<file path="src/rtl/div_pkg.sv">
// Shared types and constants for the iterative radix-2 signed divider.
package div_pkg;

    localparam int unsigned OPW  = 40;
    localparam int unsigned RESW = 2 * OPW;

    typedef enum logic [1:0] {
        StIdle,
        StCalc,
        StFix,
        StDone
    } div_state_e;

    localparam logic [OPW-1:0] DIV0_QUOT = '1;

    function automatic logic [OPW-1:0] neg(input logic [OPW-1:0] x);
        return (~x) + {{(OPW-1){1'b0}}, 1'b1};
    endfunction

endpackage

</file>
<file path="src/rtl/div_step.sv">
// One combinational restoring-division step: shift in a dividend bit, trial-subtract |b|.
module div_step #(
    parameter int unsigned W = 40
) (
    input  logic [W-1:0] r,
    input  logic         a_msb,
    input  logic [W-1:0] b_mag,
    output logic [W-1:0] r_next,
    output logic         q_bit
);

    logic [W:0] r_shift;
    logic [W:0] diff;

    // One extra bit so the borrow of the trial subtraction is the compare result.
    assign r_shift = {r, a_msb};
    assign diff    = r_shift - {1'b0, b_mag};
    assign q_bit   = ~diff[W];
    assign r_next  = q_bit ? diff[W-1:0] : r_shift[W-1:0];

endmodule

</file>
<file path="src/rtl/div_iter.sv">
// Iterative radix-2 signed divider with independent operand slots and a registered result.
module div_iter #(
    parameter int unsigned OPW  = div_pkg::OPW,
    parameter int unsigned RESW = div_pkg::RESW
) (
    input  logic            clk,
    input  logic            rst,
    input  logic            s_dividend_tvalid,
    output logic            s_dividend_tready,
    input  logic [OPW-1:0]  s_dividend_tdata,
    input  logic            s_divisor_tvalid,
    output logic            s_divisor_tready,
    input  logic [OPW-1:0]  s_divisor_tdata,
    output logic            m_res_tvalid,
    input  logic            m_res_tready,
    output logic [RESW-1:0] m_res_tdata
);
    import div_pkg::*;

    localparam int unsigned CW = $clog2(OPW);

    div_state_e      state_q, state_d;
    logic [OPW-1:0]  dividend_q, divisor_q;
    logic            dividend_full_q, divisor_full_q;
    logic [OPW-1:0]  a_q, b_mag_q, r_q, q_q;
    logic            sign_a_q, sign_b_q;
    logic [CW-1:0]   cnt_q;
    logic [RESW-1:0] res_q;

    logic [OPW-1:0]  r_next, a_abs, b_abs, quot_fix, rem_fix;
    logic            q_bit;
    logic            dividend_fire, divisor_fire, res_fire;

    assign s_dividend_tready = !rst && !dividend_full_q && (state_q == StIdle);
    assign s_divisor_tready  = !rst && !divisor_full_q && (state_q == StIdle);
    assign m_res_tvalid      = !rst && (state_q == StDone);
    assign m_res_tdata       = res_q;

    assign dividend_fire = s_dividend_tvalid && s_dividend_tready;
    assign divisor_fire  = s_divisor_tvalid && s_divisor_tready;
    assign res_fire      = m_res_tvalid && m_res_tready;

    assign a_abs = dividend_q[OPW-1] ? neg(dividend_q) : dividend_q;
    assign b_abs = divisor_q[OPW-1] ? neg(divisor_q) : divisor_q;

    div_step #(
        .W(OPW)
    ) u_step (
        .r     (r_q),
        .a_msb (a_q[OPW-1]),
        .b_mag (b_mag_q),
        .r_next(r_next),
        .q_bit (q_bit)
    );

    always_comb begin
        quot_fix = (sign_a_q ^ sign_b_q) ? neg(q_q) : q_q;
        rem_fix  = sign_a_q ? neg(r_q) : r_q;
        // Operand registers still hold the original values, so divide-by-zero reads them here.
        if (divisor_q == '0) begin
            quot_fix = DIV0_QUOT;
            rem_fix  = dividend_q;
        end
    end

    always_comb begin
        state_d = state_q;
        unique case (state_q)
            StIdle: if (dividend_full_q && divisor_full_q) state_d = StCalc;
            StCalc: if (cnt_q == '0) state_d = StFix;
            StFix:  state_d = StDone;
            StDone: if (m_res_tready) state_d = StIdle;
            default: state_d = StIdle;
        endcase
    end

    always_ff @(posedge clk) begin
        if (rst) begin
            state_q         <= StIdle;
            dividend_full_q <= 1'b0;
            divisor_full_q  <= 1'b0;
            res_q           <= '0;
        end else begin
            state_q <= state_d;
            if (dividend_fire) dividend_full_q <= 1'b1;
            if (divisor_fire) divisor_full_q <= 1'b1;
            if (res_fire) begin
                dividend_full_q <= 1'b0;
                divisor_full_q  <= 1'b0;
            end
            if (state_q == StFix) res_q <= {quot_fix, rem_fix};
        end
    end

    always_ff @(posedge clk) begin
        if (dividend_fire) dividend_q <= s_dividend_tdata;
        if (divisor_fire) divisor_q <= s_divisor_tdata;
        unique case (state_q)
            StIdle: begin
                if (dividend_full_q && divisor_full_q) begin
                    sign_a_q <= dividend_q[OPW-1];
                    sign_b_q <= divisor_q[OPW-1];
                    a_q      <= a_abs;
                    b_mag_q  <= b_abs;
                    r_q      <= '0;
                    q_q      <= '0;
                    cnt_q    <= CW'(OPW - 1);
                end
            end
            StCalc: begin
                r_q <= r_next;
                q_q <= {q_q[OPW-2:0], q_bit};
                a_q <= {a_q[OPW-2:0], 1'b0};
                if (cnt_q != '0) cnt_q <= cnt_q - CW'(1);
            end
            default: ;
        endcase
    end

endmodule

</file>
<file path="config.mk">
export PLATFORM = sky130hd
export DESIGN_NAME = div_iter
export DESIGN_NICKNAME = d
export VERILOG_FILES = /design/src/rtl/div_pkg.sv /design/src/rtl/div_step.sv /design/src/rtl/div_iter.sv
export SDC_FILE = /design/constraint.sdc
export NUM_CORES = 1
export LEC_CHECK = 0
export CORE_MARGIN = 5
export CORE_UTILIZATION = 35
export DETAILED_ROUTE_END_ITERATION = 10
export HOLD_SLACK_MARGIN = 0.03
export SYNTH_ARGS = -nofsm -noshare
export SYNTH_HDL_FRONTEND = slang
export SYNTH_HIERARCHICAL = 1
export SYNTH_SLANG_ARGS = --single-unit
</file>
<file path="constraint.sdc">
create_clock -name clk -period 7.3 [get_ports clk]
set_input_delay 1.46 -clock clk [delete_from_list [all_inputs] [get_ports clk]]
set_output_delay 1.46 -clock clk [all_outputs]
set_load 0.02 [all_outputs]
</file>
==> flow_summary.yaml, run 1 <==
timing:
  fmaxAchievable_mhz: 220
  max_slew_margin_pct: 18.1
  worstMarginPinSlew_ns: 1.23
  finalSetupViolCount: 0
  clock_skew_ns: 0.0219
  slew_viol_final: 0
  worst_slack_ns: 2.75
  min_period_ns: 4.55
  hold_viol: 0
  finalSetupTns_ns: 0
  min_period_over_period_pct: 62.3
  rsz0062_at_grt: "no"
synthesis:
  synth_cell_types: 83
  ys_seq_area_share_pct: 50.1
  postSynthCellCount: 1770
  synth_edf_count: 248
  syn_area_per_cell_um2: 10.3
  syn_area_um2: 18200
  synth-async-reset-ratio_pct: 0
  yosys_most_used_dff: "edfxtp_1"
  synth_seq_cells: 332
  syn-num-nets: 1906
  synth_top_area_cell: "edfxtp_1"
  netlist.area_leader.share_pct: 40.9
  synth.area.top_cells: "edfxtp_1 (41%), dfxtp_1 (9.2%), xnor2_1 (5.3%), o21ai_0 (4.1%), nand2_1 (3.5%)"
  synth_warnings: 6
clocking:
  post_cts_buffers: 0
  h-tree-depth: 2
  clock-root-buffer: "clkbuf_16"
  clk_latency_ns: 0.57
  cts_sinks: 332
  clock_path_buffers: 3
  cts_hold_buf: 0
  cts_buffers: 41
  tritoncts: "done"
  path_clk_slew_ns: 0.06
  ctsResizeCount: 0
worst_hold_path:
  min-delay-start: "m_res_tdata[32]$_SDFFE_PP0P_"
  min_path_cells: 2
  min_path_type: "flip-flop to flip-flop"
  holdPathEnd: "m_res_tdata[32]$_SDFFE_PP0P_"
worst_setup_path:
  critPathMaxFanout: 64
  rrSetupSlack_ns: 2.75
  worstSetupPathType: "flip-flop to flip-flop"
  cp.arrival_ns: 4.85
  worst_setup_path_start_kind: "flip-flop"
  r2r_start: "a_q[39]$_DFFE_PP_"
  rr_worst_depth: 16
  required_ns: 7.60
  end_kind: "flip-flop"
  reg2reg_to: "r_q[38]$_SDFFCE_PN0P_"
grt:
  grt_pass1_wl_um: 74500
  gr-usage-all-layers_pct: 16.2
  grt_pass1_vias: 13500
  grt_overflow: 0
  grt_start_max_net_pins: 110
  antenna_found_initial: 2
pwr:
  p_leak_nw: 7.58
  p_switching_mw: 1.80
  power_density_nw_per_um2: 274
  pwr-share-comb_pct: 22.6
  power_frac_clock_pct: 34.9
  p_int_mw: 4.21
  ir_worst_vdd_mv: 0.167
  netSwitchingFraction_pct: 29.9
  seqPwrFrac_pct: 42.5
  power_mw: 6.00
layout:
  finalNetCount: 2042
  final_common_cell: "edfxtp_1"
  final_cells: 2619
  n_antenna_cell: 0
  postLayoutCellArea_um2: 21900
  area_growth_syn_to_layout_pct: 20.3
  drive_gt1_share_pct: 7.22
  most-common-layout-cells: "edfxtp_1 (248), nand2_1 (170), clkdlybuf4s50_1 (166), o21ai_0 (149), nor2_1 (124)"
place:
  placed_cell_area_um2: 20500
  place_inst: 2543
  dp_slack_ns: 2.79
  port-buffer-count: 167
  gp_congestion: 0.899
  dp_hpwl_um: 34900
detailed_routing:
  dr_total_vias: 13700
  drt_wl_total_um: 46900
  drtPass1Iterations: 5
  drtIter0Drc: 1027
  wl_per_cell_um: 17.9
  vias_per_cell: 5.24
  ant_nets: 0
  drc: 0
floorplanning:
  io_pins: 168
  start_util_pct: 35.5
  rows: 83
  dieWidth_um: 238
  die-area_um2: 56700
  die_h_um: 238
  coreArea_um2: 51400
job:
  max-cap-violations: 0
outcome:
  outcome: "finished clean"
==> how the worst max path moves through the flow <==
| stage | start | to | slack, ns | cells past startpoint |
|---|---|---|---|---|
| after floorplan | state_q[1]$_SDFFE_PP0P_ | cnt_q[0]$_SDFFCE_PN1P_ | 2.04 | 6 |
| after global placement | a_q[39]$_DFFE_PP_ | r_q[39]$_SDFFCE_PN0P_ | 2.92 | 16 |
| after detailed placement | a_q[39]$_DFFE_PP_ | r_q[38]$_SDFFCE_PN0P_ | 2.79 | 16 |
| after CTS | a_q[39]$_DFFE_PP_ | r_q[38]$_SDFFCE_PN0P_ | 2.74 | 16 |
| after global routing | a_q[39]$_DFFE_PP_ | r_q[38]$_SDFFCE_PN0P_ | 2.47 | 16 |
| final | a_q[39]$_DFFE_PP_ | r_q[38]$_SDFFCE_PN0P_ | 2.75 | 16 |
==> per-stage QoR <==
| stage | util, % | hold slack (ns) |
|---|---|---|
| 2_1_floorplan | - | 0.477 |
| 3_3_place_gp | 39.9 | 0.448 |
| 3_5_place_dp | 39.9 | 0.446 |
| 4_1_cts | 42.7 | 0.457 |
| 5_1_grt | 42.7 | 0.469 |
| 6_report | 42.7 | 0.456 |
==> worst max-delay path, cell delays in order (launching register included) <==
cell and delay [ns]:
edfxtp_1 0.40, inv_1 0.08, ha_1 0.15, inv_1 0.06, fa_1 0.43, a211o_1 0.33, a2111oi_4 0.42, nor4_1 0.16
o21ai_2 0.18, nand4_2 0.19, a211oi_1 0.37, or3_2 0.29, buf_4 0.49, inv_4 0.15, o2111a_1 0.18, a221o_1 0.25
and2_1 0.15
==> Yosys cell counts, types with 5 or more instances <==
cell,n
nor2_1,125
nand4_1,17
ha_1,50
edfxtp_1,248
nor2b_1,7
a31oi_1,6
a21oi_1,56
buf_2,7
dfxtp_1,84
a211oi_1,38
xor2_1,71
a21o_1,24
o31ai_1,45
mux2_2,11
or2_2,12
nand3_1,23
mux2i_1,9
nand2_1,170
o21ai_1,14
inv_1,64
or3_1,18
clkbuf_1,73
o41ai_1,28
and3_1,10
o22ai_1,10
o21ai_0,149
nor4_1,23
nand2b_1,29
nand3b_1,6
o221ai_1,5
nor3_1,21
nand4b_1,6
o41ai_2,6
and2_1,84
o211ai_1,5
or4_1,14
xnor2_1,110
o21a_1,9
==> layer usage <==
layer  routed length (um)  track usage [%]  part of all wire [%]  up-vias
li1                     -                -                     -     6762
met1                21500             22.1                    46     6540
met2                21900             26.7                    47      334
met3                 2480             2.61                   5.3       80
met4                 1060             4.70                   2.3        2
met5                   20                0                 0.043        -
==> state kept, by name, summed over array words and instances, names as in the netlist, 2 cells and up <==
name	count
q_q	40
r_q	40
dividend_q	40
divisor_q	40
state_q	2
a_q	40
cnt_q	6
m_res_tdata	80
b_mag_q	40
==> area by class of cell <==
cell class | count | area (um^2)
clock inverters | 24 | 297
clock buffers | 52 | 1110
inverters | 66 | 250
multi-input cells | 1284 | 8520
fillers | 4927 | 29500
repair buffers | 181 | 1770
flip-flops and latches | 332 | 9130
well taps | 680 | 851
==> power groups by stage <==
| stage | Clock [mW] | Combinational [mW] | Sequential, mW |
|---|---|---|---|
| floorplan | 0 | 0.929 | 2.57 |
| global placement | 0 | 1.34 | 2.58 |
| detailed placement | 0 | 1.36 | 2.59 |
| CTS | 2.16 | 1.36 | 2.55 |
| global route | 2.24 | 1.52 | 2.58 |
| finish | 2.10 | 1.35 | 2.55 |
==> cell families (layout without fill, tap and decap cells) <==
group / count (synthesis) / after routing / share of synthesized area [%]
compound gates: 443 / 443 / 16.3
xor+xnor: 181 / 181 / 8.70
fa+ha+maj: 51 / 51 / 3.54
buf+inv: 154 / 323 / 3.38
flops: 332 / 332 / 50.1
mux: 20 / 20 / 1.17
simple gates: 589 / 589 / 16.8
Power figures use the tool's default switching activity.
==> inputs of run 2 (changes only) <==
clock period = 3.75 ns   (was 7.3 ns; I/O delays follow)
==> run 2 against run 1 <==
Effect of this change: the run now ends with setup timing left; sequential cell count unchanged; worst hold slack improved by 0.0039 ns; non-clock buffer count increased by 71; sequential share of layout area decreased by 1.1 points; register-to-register slack got worse by 2.8 ns; via count increased by 2.1%; global-route usage increased by 0.25 points; final cell count increased by 2.6%; count of clock-buffer cells in the layout increased by 2; critical path type unchanged.
==> flow_summary.yaml, run 2 (synthesis results as in run 1) <==
outcome:
  outcome: "finished with violations"
  violations: "setup timing"
pwr:
  p_leak_nw: 7.92
  p_switching_mw: 3.56
  p_int_mw: 8.11
  seqPwrFrac_pct: 42.2
  ir_worst_vdd_mv: 0.368
  netSwitchingFraction_pct: 30.5
  pwr-share-comb_pct: 24.7
  power_mw: 11.7
  power_density_nw_per_um2: 519
  power_frac_clock_pct: 33.1
grt:
  grt_pass1_wl_um: 75500
  grt_pass1_vias: 13700
  grt_overflow: 0
  gr-usage-all-layers_pct: 16.4
  antenna_found_initial: 1
  grt_start_max_net_pins: 121
worst_setup_path:
  cp.arrival_ns: 4.06
  required_ns: 4.06
  end_kind: "flip-flop"
  worst_setup_path_start_kind: "flip-flop"
  critPathMaxFanout: 6
  worstSetupPathType: "flip-flop to flip-flop"
timing:
  finalSetupViolCount: 1
  worstMarginPinSlew_ns: 1.25
  worst_slack_ns: -0.000183
  min_period_ns: 3.75
  rsz0062_at_grt: "yes"
  hold_viol: 0
  slew_viol_final: 0
  min_period_over_period_pct: 100
  fmaxAchievable_mhz: 267
  clock_skew_ns: 0.0196
  max_slew_margin_pct: 17.0
clocking:
  path_clk_slew_ns: 0.06
  cts_buffers: 40
  clock-root-buffer: "clkbuf_16"
  clk_latency_ns: 0.56
  h-tree-depth: 2
  clock_path_buffers: 3
  cts_sinks: 332
  tritoncts: "done"
detailed_routing:
  drtIter0Drc: 972
  ant_nets: 0
  drc: 0
  vias_per_cell: 5.21
  drtPass1Iterations: 5
  drt_wl_total_um: 48300
  dr_total_vias: 14000
  wl_per_cell_um: 18.0
layout:
  most-common-layout-cells: "edfxtp_1 (248), nand2_1 (170), clkdlybuf4s50_1 (166), o21ai_0 (139), nor2_1 (124)"
  drive_gt1_share_pct: 10.9
  utilization_pct: 43.8
  final_cells: 2688
  final_common_cell: "edfxtp_1"
  largest_reg_flops: 80
  postLayoutCellArea_um2: 22500
  finalNetCount: 2112
  area_growth_syn_to_layout_pct: 23.4
floorplanning:
  die-area_um2: 56700
  coreArea_um2: 51400
  dieWidth_um: 238
  rows: 83
  start_util_pct: 35.5
  io_pins: 168
  die_h_um: 238
worst_hold_path:
  min_path_type: "flip-flop to flip-flop"
place:
  port-buffer-count: 167
  gp_congestion: 0.890
  place_inst: 2606
  placed_cell_area_um2: 21000
  dp_hpwl_um: 36000
job:
  max-cap-violations: 0
-- run 2: cell types whose count changed in the layout (fill, tap and decap cells not counted), sizes merged --
cell	before	now
clkbuf	52	56
clkinv	15	11
buf	15	84
bufinv	6	3
clkinvlp	2	3
inv	67	68
diode	0	1
-- run 2: layout make-up --
type                       instances  area, um^2
antenna                            1        2.50
clock buffer                      54        1100
clock inverter                    19         204
fill                            4967       28900
inverter                          66         254
multi-input combinational       1284        8570
sequential                       332        9130
tap                              680         851
timing repair buffer             252        2380
-- run 2: path summary, 6_finish.rpt --
| kind | startpoint | end | slack [ns] | depth (start not counted) |
|---|---|---|---|---|
| setup reg to reg | a_q[39]$_DFFE_PP_ | r_q[38]$_SDFFCE_PN0P_ | -0.0002 | 14 |
| setup / recovery | a_q[39]$_DFFE_PP_ | r_q[38]$_SDFFCE_PN0P_ | -0.0002 | 14 |
| hold / removal | m_res_tdata[27]$_SDFFE_PP0P_ | m_res_tdata[27]$_SDFFE_PP0P_ | 0.46 | 2 |
| hold reg to reg | m_res_tdata[27]$_SDFFE_PP0P_ | m_res_tdata[27]$_SDFFE_PP0P_ | 0.46 | 2 |
-- run 2: power groups by stage --
stage,registers [mW],logic (mW),clock network (mW)
final,4.93,2.88,3.86
after floorplan,5.00,1.82,0
after detailed placement,5.00,2.82,0
after global placement,4.99,2.77,0
after global routing,4.97,3.21,4.11
after CTS,4.92,2.85,3.98
-- run 2: per-layer routing --
layer / track usage (%) / routed length (um)
met1: 22.4 / 21700
met2: 26.7 / 22200
met3: 2.38 / 2860
met5: 0 / 0
met4: 6.12 / 1560
-- run 2: worst max-delay path, stage by stage (launching register included) --
cell and delay [ns]:
edfxtp_1 0.39, inv_1 0.08, ha_2 0.18, inv_2 0.04
fa_2 0.34, a211o_1 0.35, a2111oi_4 0.40, nor4_4 0.10
o21ai_2 0.19, nand4_2 0.18, a31o_1 0.24, or3_4 0.37
buf_6 0.16, a221o_1 0.33, and2_1 0.15
-- run 2: repair_timing --
item | CTS | global route
cloned | 0 | 2
gates resized for setup | 7 | 24
pin swaps | 4 | 1
hold buffers | 0 | 0
setup buffers | 3 | 3
setup endpoints to repair | 40 | 40
-- run 2: stage by stage --
stage / hold WS (ns) / setup WS [ns] / setup TNS [ns]
2_1_floorplan: 0.476 / 0.0433 / 0
4_1_cts: 0.468 / -0.0160 / -0.0701
5_1_grt: 0.476 / -0.176 / -4.45
6_report: 0.460 / -0.000183 / -0.000183
3_3_place_gp: 0.449 / -0.0502 / -0.875
3_5_place_dp: 0.453 / -0.181 / -5.98
==> inputs of run 3 (changes only) <==
HOLD_SLACK_MARGIN = default   (was 0.03)
SYNTH_HIERARCHICAL = default   (was 1)
==> run 3 against run 2 <==
Effect of this change: the flow still finishes with violations (setup timing); power is 10% lower; sequential cell count stayed put; fmax is 0.29% lower; largest cell class unchanged; largest power group unchanged; highest routed layer unchanged.
==> flow_summary.yaml, run 3 <==
layout:
  n_fill_cell: 4758
  final_common_cell: "edfxtp_1"
  n_antenna_cell: 0
  largest_reg_flops: 80
  seq_area_um2: 9130
  drive_gt1_share_pct: 7.82
  utilization_pct: 43.3
  area_growth_syn_to_layout_pct: 22.7
  final_cells: 2602
  most-common-layout-cells: "edfxtp_1 (248), clkdlybuf4s50_1 (166), nand2_1 (159), o21ai_0 (144), nor2_1 (123)"
  finalNetCount: 2036
  postLayoutCellArea_um2: 21600
  multiInputGateArea_um2: 7950
synthesis:
  synth_cell_types: 57
  synth_top_area_cell: "edfxtp_1"
  netlist.area_leader.share_pct: 42.3
  synth_warnings: 0
  ys_seq_area_share_pct: 51.8
  yosys_most_used_dff: "edfxtp_1"
  syn_area_um2: 17600
  syn_area_per_cell_um2: 10.2
  syn-num-nets: 1867
  synth.area.top_cells: "edfxtp_1 (42%), dfxtp_1 (9.5%), xor2_1 (5.3%), o21ai_0 (4.1%), xnor2_1 (3.8%)"
  synth-async-reset-ratio_pct: 0
  synth_commonest_cells: "edfxtp_1 (248), nand2_1 (159), o21ai_0 (146)"
  synth.most_common_cell: "edfxtp_1"
  postSynthCellCount: 1730
  synth_seq_cells: 332
  synth_edf_count: 248
grt:
  grt_pass1_wl_um: 69400
  grt_overflow: 0
  grt_pass1_vias: 12600
  gr-usage-all-layers_pct: 15.7
  antenna_found_initial: 0
  grt_start_max_net_pins: 122
clocking:
  h-tree-depth: 2
  clk_latency_ns: 0.56
  cts_hold_buf: 0
  tritoncts: "done"
  clock_path_buffers: 3
  cts_sinks: 332
  path_clk_slew_ns: 0.06
  clock-root-buffer: "clkbuf_16"
  cts_buffers: 39
timing:
  worst_slack_ns: -0.0111
  fmaxAchievable_mhz: 266
  max_slew_margin_pct: 29.4
  min_period_over_period_pct: 100
  whs_ns: 0.476
  rsz0062_at_grt: "yes"
  clock_skew_ns: 0.0201
  slew_viol_final: 0
  min_period_ns: 3.76
  finalSetupViolCount: 1
  hold_viol: 0
  worstMarginPinSlew_ns: 1.06
detailed_routing:
  vias_per_cell: 5.12
  dr_total_vias: 13300
  wl_per_cell_um: 17.0
  drtIter0Drc: 1171
  ant_nets: 0
  drtPass1Iterations: 6
  drt_wl_total_um: 44200
  drc: 0
pwr:
  power_mw: 10.5
  p_leak_nw: 7.49
  ir_worst_vdd_mv: 0.275
  power_density_nw_per_um2: 484
worst_setup_path:
  required_ns: 4.05
  cp.arrival_ns: 4.06
  crit_chain: "inv_1 -> ha_2 -> or3b_4 -> or4_4 -> or3_4 -> or3b_4 -> or4_4 -> or3_4 -> o41ai_4 -> xor2_1 -> o21ai_1"
  worst_setup_path_start_kind: "flip-flop"
  end_kind: "flip-flop"
  crit_buf_inv: 1
  crit_family: "simple AND/OR/NAND/NOR gates"
  critPathMaxFanout: 4
  cp_slowest_cell: "or4_4"
  worstSetupPathType: "flip-flop to flip-flop"
  slowest_delay_ns: 0.44
floorplanning:
  coreArea_um2: 50000
  die_h_um: 234
  dieWidth_um: 234
  rows: 82
  io_pins: 168
  start_util_pct: 35.3
  die-area_um2: 54900
outcome:
  violations: "setup timing"
  outcome: "finished with violations"
worst_hold_path:
  min_path_type: "flip-flop to flip-flop"
place:
  port-buffer-count: 167
  dp_hpwl_um: 31700
  place_inst: 2529
  placed_cell_area_um2: 20300
  gp_congestion: 0.887
job:
  max-cap-violations: 0
[run 3: what timing repair did]
item,CTS,global route
pin swaps,2,0
gates resized for setup,1,4
buffers inserted,0,1
endpoints found under the setup margin,2,6
[run 3: power breakdown]
group	total, mW	switching (mW)	internal [mW]
registers	4.64	0.248	4.40
logic	2.01	1.17	0.844
clock network	3.82	1.50	2.31
total	10.5	2.92	7.55
[run 3: metal layers]
layer  vias to the layer above  routed length [um]  GRT usage (%)
met2                       364               19200           23.6
met4                         0                1160           5.00
li1                       6673                   -              -
met1                      6210               21100           23.1
met5                         -                   0              0
met3                        65                2670           2.53
[run 3: final cells by class]
cell class	instances	share of cell area, %
Multi-Input combinational cell	1232	36.7
Timing Repair Buffer	225	10.0
Tap cell	672	3.89
Clock inverter	17	0.914
Sequential cell	332	42.2
Clock buffer	55	5.03
Inverter	69	1.20
[run 3: logic make-up (layout without fill, tap and decap cells)]
kind of cell / after synthesis / after routing / share of synthesized area [%]
XOR/XNOR: 183 / 183 / 9.10
multiplexers: 5 / 5 / 0.284
AO/OA/AOI/OAI: 470 / 470 / 16.8
buffers and inverters: 166 / 366 / 3.54
flip-flops: 332 / 332 / 51.8
adder cells (fa/ha/maj): 52 / 52 / 3.73
AND/OR/NAND/NOR: 522 / 522 / 14.8
[run 3: worst paths after layout]
check	startpoint	end	slack (ns)	cells after the start
max	dividend_q[0]$_DFFE_PP_	a_q[38]$_DFFE_PP_	-0.01	11
max reg2reg	dividend_q[0]$_DFFE_PP_	a_q[38]$_DFFE_PP_	-0.01	11
min	m_res_tdata[23]$_SDFFE_PP0P_	m_res_tdata[23]$_SDFFE_PP0P_	0.48	2
min reg2reg	m_res_tdata[23]$_SDFFE_PP0P_	m_res_tdata[23]$_SDFFE_PP0P_	0.48	2
[run 3: through the flow]
stage                      TNS, ns  setup slack [ns]
final                      -0.0111           -0.0111
after global routing        -0.434            -0.122
after CTS                 -0.00543          -0.00543
after detailed placement    -0.125           -0.0816
after global placement     -0.0721           -0.0721
after floorplan            -0.0183           -0.0183
[run 3: worst min-delay path, delay by kind of cell, from the launching register on]
kind / cells / cell delay, ns
compound gates: 1 / 0.06
simple gates: 1 / 0.06
flops: 1 / 0.31
